[config.mk]
export PLATFORM = sky130hd
export DESIGN_NAME = pipeline_hazard_ctrl
export DESIGN_NICKNAME = d
export VERILOG_FILES = /design/src/rtl/pipe_ctrl_pkg.sv /design/src/rtl/fwd_sel.sv /design/src/rtl/pipeline_hazard_ctrl.sv
export SDC_FILE = /design/constraint.sdc
export NUM_CORES = 1
export LEC_CHECK = 0
export BUFFER_PORTS_ARGS = -buffer_cell sky130_fd_sc_hd__buf_2
export CAP_MARGIN = 25
export CORE_UTILIZATION = 41
export CTS_CLUSTER_SIZE = 14
export DETAILED_ROUTE_END_ITERATION = 8
export GPL_ROUTABILITY_DRIVEN = 0
export HOLD_SLACK_MARGIN = 0.1
export PLACE_DENSITY_LB_ADDON = 0.12
export SLEW_MARGIN = 25
export SYNTH_ARGS = -nofsm -noshare
export SYNTH_HDL_FRONTEND = slang
export SYNTH_SLANG_ARGS = --single-unit
[constraint.sdc]
create_clock -name i_clk -period 4.65 [get_ports i_clk]
set_input_delay 0.6975 -clock i_clk [delete_from_list [all_inputs] [get_ports i_clk]]
set_output_delay 0.6975 -clock i_clk [all_outputs]
set_load 0.1 [all_outputs]
[src/rtl/pipe_ctrl_pkg.sv]
// Shared types and constants for the pipeline hazard controller.
//   state_e        : controller FSM states (run, waiting on dmem, halted by watchdog)
//   FWD_*          : operand forward-select encodings driven to the EX-stage muxes
//   BR_STAGE_*     : legal values of the BRANCH_STAGE parameter
package pipe_ctrl_pkg;

  typedef enum logic [1:0] {
    StRun     = 2'b00,
    StMemWait = 2'b01,
    StHalt    = 2'b10
  } state_e;

  localparam logic [1:0] FWD_RF  = 2'b00;
  localparam logic [1:0] FWD_WB  = 2'b01;
  localparam logic [1:0] FWD_MEM = 2'b10;

  localparam int unsigned BR_STAGE_EX  = 0;
  localparam int unsigned BR_STAGE_MEM = 1;

endpackage

[src/rtl/fwd_sel.sv]
// Forward select for one EX-stage source operand.
// Ports:
//   i_ex_rs          source register of the instruction in EX
//   i_mem_rd/_write  destination and write flag of the instruction in MEM
//   i_wb_rd/_write   destination and write flag of the instruction in WB
//   o_fwd            FWD_MEM, FWD_WB or FWD_RF; the younger (MEM) result wins, x0 never forwards
module fwd_sel
  import pipe_ctrl_pkg::*;
#(
  parameter int unsigned REG_ADDR_W = 5
) (
  input  logic [REG_ADDR_W-1:0] i_ex_rs,
  input  logic [REG_ADDR_W-1:0] i_mem_rd,
  input  logic                  i_mem_reg_write,
  input  logic [REG_ADDR_W-1:0] i_wb_rd,
  input  logic                  i_wb_reg_write,
  output logic [1:0]            o_fwd
);

  logic w_mem_hit;
  logic w_wb_hit;

  assign w_mem_hit = i_mem_reg_write && (i_mem_rd != '0) && (i_mem_rd == i_ex_rs);
  assign w_wb_hit  = i_wb_reg_write && (i_wb_rd != '0) && (i_wb_rd == i_ex_rs);

  always_comb begin
    o_fwd = FWD_RF;
    if (w_mem_hit) begin
      o_fwd = FWD_MEM;
    end else if (w_wb_hit) begin
      o_fwd = FWD_WB;
    end
  end

endmodule

[src/rtl/pipeline_hazard_ctrl.sv]
// Centralised hazard controller for the 5-stage RV64 pipeline.
// Produces operand forward selects, load-use bubbles, taken-branch flushes and a whole-pipe
// freeze while data memory is busy; a watchdog halts the core if memory never answers.
// Ports:
//   i_clk, i_rst                  clock, synchronous active-low reset
//   i_id_* / i_ex_* / i_mem_* / i_wb_*  register indices and write flags per stage
//   i_br_taken                    taken branch resolved at BRANCH_STAGE
//   i_dmem_req, i_dmem_ready      MEM-stage access handshake
//   o_forward_a/_b                operand forward selects
//   o_pc_write, o_ifid_write, o_pipe_write   register enables
//   o_ifid_flush, o_idex_flush, o_exmem_flush  bubble/zero controls
//   o_halted                      sticky watchdog halt
//   o_stall_cnt/_flush_cnt/_wait_cnt  saturating perf counters
// Build option: define PIPE_PERF_CNT_EN to build the perf counters; otherwise they read 0.
module pipeline_hazard_ctrl
  import pipe_ctrl_pkg::*;
#(
  parameter int unsigned REG_ADDR_W   = 5,
  parameter int unsigned BRANCH_STAGE = 0,
  parameter int unsigned MEM_TIMEOUT  = 255,
  parameter int unsigned CNT_W        = 32
) (
  input  logic                  i_clk,
  input  logic                  i_rst,
  input  logic [REG_ADDR_W-1:0] i_id_rs1,
  input  logic [REG_ADDR_W-1:0] i_id_rs2,
  input  logic                  i_id_uses_rs2,
  input  logic [REG_ADDR_W-1:0] i_ex_rs1,
  input  logic [REG_ADDR_W-1:0] i_ex_rs2,
  input  logic [REG_ADDR_W-1:0] i_ex_rd,
  input  logic                  i_ex_mem_read,
  input  logic [REG_ADDR_W-1:0] i_mem_rd,
  input  logic                  i_mem_reg_write,
  input  logic [REG_ADDR_W-1:0] i_wb_rd,
  input  logic                  i_wb_reg_write,
  input  logic                  i_br_taken,
  input  logic                  i_dmem_req,
  input  logic                  i_dmem_ready,
  output logic [1:0]            o_forward_a,
  output logic [1:0]            o_forward_b,
  output logic                  o_pc_write,
  output logic                  o_ifid_write,
  output logic                  o_pipe_write,
  output logic                  o_ifid_flush,
  output logic                  o_idex_flush,
  output logic                  o_exmem_flush,
  output logic                  o_halted,
  output logic [CNT_W-1:0]      o_stall_cnt,
  output logic [CNT_W-1:0]      o_flush_cnt,
  output logic [CNT_W-1:0]      o_wait_cnt
);

  // The wait counter holds the length of the current wait episode, including the RUN cycle
  // that started it, so it never needs to exceed MEM_TIMEOUT-1.
  localparam int unsigned WaitW = (MEM_TIMEOUT < 2) ? 1 : $clog2(MEM_TIMEOUT);
  localparam logic [WaitW-1:0] WaitLast = WaitW'(MEM_TIMEOUT - 1);

  state_e           r_state;
  state_e           w_state_next;
  logic [WaitW-1:0] r_wait_ctr;
  logic [WaitW-1:0] w_wait_next;
  logic             r_halted;

  logic w_dmem_stall;
  logic w_freeze;
  logic w_load_use;

  fwd_sel #(
    .REG_ADDR_W(REG_ADDR_W)
  ) u_fwd_a (
    .i_ex_rs        (i_ex_rs1),
    .i_mem_rd       (i_mem_rd),
    .i_mem_reg_write(i_mem_reg_write),
    .i_wb_rd        (i_wb_rd),
    .i_wb_reg_write (i_wb_reg_write),
    .o_fwd          (o_forward_a)
  );

  fwd_sel #(
    .REG_ADDR_W(REG_ADDR_W)
  ) u_fwd_b (
    .i_ex_rs        (i_ex_rs2),
    .i_mem_rd       (i_mem_rd),
    .i_mem_reg_write(i_mem_reg_write),
    .i_wb_rd        (i_wb_rd),
    .i_wb_reg_write (i_wb_reg_write),
    .o_fwd          (o_forward_b)
  );

  assign w_load_use = i_ex_mem_read && (i_ex_rd != '0) &&
                      ((i_ex_rd == i_id_rs1) || (i_id_uses_rs2 && (i_ex_rd == i_id_rs2)));

  assign w_dmem_stall = i_dmem_req && !i_dmem_ready;
  // Combinational so the stall takes effect in the very cycle memory is not ready.
  assign w_freeze = (r_state == StHalt) ||
                    (((r_state == StRun) || (r_state == StMemWait)) && w_dmem_stall);

  always_comb begin
    w_state_next = r_state;
    w_wait_next  = r_wait_ctr;
    case (r_state)
      StRun: begin
        if (w_dmem_stall) begin
          w_state_next = StMemWait;
          w_wait_next  = WaitW'(1);
        end
      end
      StMemWait: begin
        if (i_dmem_ready) begin
          w_state_next = StRun;
        end else if (w_dmem_stall) begin
          if (r_wait_ctr >= WaitLast) begin
            w_state_next = StHalt;
          end else begin
            w_wait_next = r_wait_ctr + WaitW'(1);
          end
        end
      end
      StHalt:  w_state_next = StHalt;
      default: w_state_next = StRun;
    endcase
  end

  always_ff @(posedge i_clk) begin
    if (!i_rst) begin
      r_state    <= StRun;
      r_wait_ctr <= '0;
      r_halted   <= 1'b0;
    end else begin
      r_state    <= w_state_next;
      r_wait_ctr <= w_wait_next;
      r_halted   <= (w_state_next == StHalt);
    end
  end

  assign o_halted = r_halted;

  always_comb begin
    o_pc_write    = 1'b1;
    o_ifid_write  = 1'b1;
    o_pipe_write  = 1'b1;
    o_ifid_flush  = 1'b0;
    o_idex_flush  = 1'b0;
    o_exmem_flush = 1'b0;
    if (!i_rst) begin
      o_pc_write    = 1'b0;
      o_ifid_write  = 1'b0;
      o_pipe_write  = 1'b0;
      o_ifid_flush  = 1'b1;
      o_idex_flush  = 1'b1;
      o_exmem_flush = 1'b1;
    end else if (w_freeze) begin
      // Everything holds; a pending branch or load-use is still presented once freeze drops.
      o_pc_write   = 1'b0;
      o_ifid_write = 1'b0;
      o_pipe_write = 1'b0;
    end else if (i_br_taken) begin
      // The wrong-path instruction in EX is only younger than the branch when it resolves in MEM.
      o_ifid_flush  = 1'b1;
      o_idex_flush  = 1'b1;
      o_exmem_flush = (BRANCH_STAGE == BR_STAGE_MEM);
    end else if (w_load_use) begin
      // Hold PC and IF/ID, let the load advance and insert one bubble behind it.
      o_pc_write   = 1'b0;
      o_ifid_write = 1'b0;
      o_idex_flush = 1'b1;
    end
  end

`ifdef PIPE_PERF_CNT_EN
  logic             w_stall_evt;
  logic             w_flush_evt;
  logic             w_wait_evt;
  logic [CNT_W-1:0] r_stall_cnt;
  logic [CNT_W-1:0] r_flush_cnt;
  logic [CNT_W-1:0] r_wait_cnt;

  assign w_stall_evt = !w_freeze && !i_br_taken && w_load_use;
  assign w_flush_evt = !w_freeze && i_br_taken;
  assign w_wait_evt  = w_freeze && (r_state != StHalt);

  always_ff @(posedge i_clk) begin
    if (!i_rst) begin
      r_stall_cnt <= '0;
      r_flush_cnt <= '0;
      r_wait_cnt  <= '0;
    end else begin
      if (w_stall_evt && (r_stall_cnt != '1)) r_stall_cnt <= r_stall_cnt + CNT_W'(1);
      if (w_flush_evt && (r_flush_cnt != '1)) r_flush_cnt <= r_flush_cnt + CNT_W'(1);
      if (w_wait_evt && (r_wait_cnt != '1))   r_wait_cnt  <= r_wait_cnt + CNT_W'(1);
    end
  end

  assign o_stall_cnt = r_stall_cnt;
  assign o_flush_cnt = r_flush_cnt;
  assign o_wait_cnt  = r_wait_cnt;
`else
  assign o_stall_cnt = '0;
  assign o_flush_cnt = '0;
  assign o_wait_cnt  = '0;
`endif

endmodule

==> run_results.csv <==
group,metric,value,unit
timing,hold_viol_final,0,
critical_path,worstPathMaxFanout,3,
logic_synthesis,synth_edf_count,0,
global_routing,grt_overflow,0,
global_routing,antenna_found_initial,0,
timing,max_slew_margin,50.4,%
logic_synthesis,yosys_warnings,0,
logic_synthesis,postSynthCellCount,216,
final_layout,antennaDiodeCount,0,
drt,postRouteAntennaNets,0,
critical_path,r2r_slack,2.72,ns
floorplanning,die_x,66.4,um
clock_network,post_cts_buffers,0,
global_routing,grt.total_usage,12.1,%
flow_run,cap_violations,0,
logic_synthesis,synth.top_cell.area_share,43.7,%
critical_path,crit_path_start,"i_mem_rd[4]",
timing,finalSetupViolations,0,
timing,skew,0.00278,ns
global_routing,grt_pass1_vias,990,
critical_path,cp-start-kind,"input port",
clock_network,clk_pin_slew,0.05,ns
logic_synthesis,syn_area_per_cell,7.88,sq um
logic_synthesis,synth_top_flop_cell,"dfxtp_1",
timing,min_period,3.14,ns
logic_synthesis,ys_types,35,
logic_synthesis,yosys_register_bits,11,
clock_network,cts_made_buffers,3,
pwr,p_leak,0.885,nW
clock_network,clk_latency,0.24,ns
drt,drt_first_pass_iters,4,
clock_network,cts_hold_buf,0,
timing,rsz0062_at_grt,"false",
placement,port_buffers,54,
timing,fin_crit_sh,67.5,%
floorplanning,start_util,42.5,%
min_path,min_path_type,"reg -> reg",
pwr,ir_drop,0.251,mV
floorplanning,rows,23,
timing,fin_ws,1.51,ns
floorplanning,ios,151,
floorplanning,dieArea,4410,sq um
drt,routedWlPerCell,8.94,um
floorplanning,die_h,66.4,um
timing,max_clock_freq,319,MHz
placement,dp_hpwl,2570,um
critical_path,worstRegToRegCells,6,
clock_network,clkSinkCount,11,
clock_network,root_buffer,"clkbuf_8",
critical_path,reg2reg_to,"r_wait_ctr[5]",
logic_synthesis,yosysMostFrequentCell,"buf_4",
global_routing,grt_max_degree,12,
clock_network,clockBufferDepth,2,
floorplanning,coreArea,4000,sq um
logic_synthesis,synth_area,1700,sq um
pwr,powerDensity,369,nW/um^2
critical_path,crit_required,3.95,ns
final_layout,fin_nets,315,
clock_network,h-tree-depth,1,
final_layout,layout-drive-gt1-share,22.4,%
global_routing,grt_first_pass_wirelength,4150,um
run_status,status,"finished, final reports clean",
timing,worst_slew_pin_slew,0.736,ns
drt,vias,1278,
drt,drt_wl_total,2840,um
clock_network,cts_tree,"built",
logic_synthesis,synthTopCellsByArea,"buf_4 (44%), dfxtp_1 (13%), xor2_1 (12%)",
clock_network,cts_resized,0,
logic_synthesis,yosysTopAreaCell,"buf_4",
placement,dp_slack,1.51,ns
drt,drt_iter0_markers,28,
critical_path,r2r-start,"r_wait_ctr[0]",
drt,route.detailed.drc,0,
logic_synthesis,ys_seq_area_share,12.9,%
critical_path,critPathCapture,"o_forward_b[0]",
timing,slew_violations,0,
critical_path,worst_ep_arrival_time,2.44,ns
critical_path,worst_setup_path_end_kind,"output port",
critical_path,criticalPathCategory,"in -> out",
timing,setup-tns-final,0,ns
drt,viasPerCell,4.02,
logic_synthesis,async_flop_share,0,%
final_layout,area_growth,-0.662,%
final_layout,fin_util,42.3,%
logic_synthesis,synth_common_cells,"buf_4 (99), xor2_1 (23), dfxtp_1 (11)",
## worst max-delay path: stages
cell and delay (ns):
buf_2 0.12, or4_1 0.52, o21ai_0 0.24, nor4_1 0.13, nor4_2 0.27, buf_2 0.46
## power by group
group / switching (W) / internal [W] / leakage (nW)
combinational: 0.000398 / 0.0000344 / 0.773
clock: 0.0000345 / 0.0000601 / 0.0228
sequential: 0.00000121 / 0.0000956 / 0.0890
total: 0.000434 / 0.000190 / 0.885
## how the worst min path moves through the flow
| stage | endpoint | cells after the start | startpoint |
|---|---|---|---|
| 2_1_floorplan | r_wait_ctr[7] | 2 | r_wait_ctr[7] |
| 3_3_place_gp | r_wait_ctr[7] | 2 | r_wait_ctr[7] |
| 3_5_place_dp | r_wait_ctr[7] | 2 | r_wait_ctr[7] |
| 4_1_cts | r_wait_ctr[7] | 2 | r_wait_ctr[7] |
| 5_1_grt | r_wait_ctr[7] | 2 | r_wait_ctr[7] |
| 6_report | r_wait_ctr[7] | 2 | r_wait_ctr[7] |
## cell usage in the layout, fill, tap and decap left out, drive strengths merged, types with 2 or more instances in the layout
cell type / n
buf: 54
or4: 6
nand3b: 2
o21ai: 9
or3: 4
nor4: 5
nor2: 2
nand2b: 2
a21oi: 6
nand3: 8
o31ai: 2
nand2: 5
conb: 96
ha: 2
dfxtp: 11
clkbuf: 4
xor2: 23
xnor2: 8
and2: 2
inv: 3
## final cells by class
| type | instances | area [sq um] |
|---|---|---|
| fill | 438 | 2310 |
| multi-input combinational | 196 | 1080 |
| timing repair buffer | 54 | 270 |
| sequential | 11 | 220 |
| tap | 50 | 62.6 |
| clock buffer | 4 | 45.0 |
| inverter | 3 | 11.3 |
## cell families (layout without fill, tap and decap cells)
kind of cell             Yosys count  in the layout  share of synthesized area [%]
buffers and inverters            104             61                           45.2
adder cells (fa/ha/maj)            2              2                           1.47
flip-flops                        11             11                           12.9
AO/OA/AOI/OAI                     24             24                           8.75
other                              1             96                          0.220
XOR/XNOR                          31             31                           16.0
AND/OR/NAND/NOR                   43             43                           15.4
## per-layer routing
metal,up-vias,track usage (%),part of all wire (%)
met3,5,3.79,7.4
met2,67,21.9,52
li1,641,-,-
met1,565,13.9,40
met4,0,2.39,0.81
met5,-,0,0
## registers in the layout, indices dropped and copies added (netlist names)
name        count
o_halted        1
r_wait_ctr      8
r_state         2
## per-stage QoR
stage | power (W) | cell area [sq um] | cells | hold WS [ns]
final | 0.000624 | 1690 | 318 | 0.454
after CTS | 0.000628 | 1690 | 318 | 0.459
after global routing | 0.000647 | 1690 | 318 | 0.477
after global placement | 0.000531 | 1650 | 314 | 0.449
after detailed placement | 0.000531 | 1650 | 314 | 0.452
after floorplan | 0.000561 | 2070 | 311 | 0.426
Power figures use the tool's default switching activity.
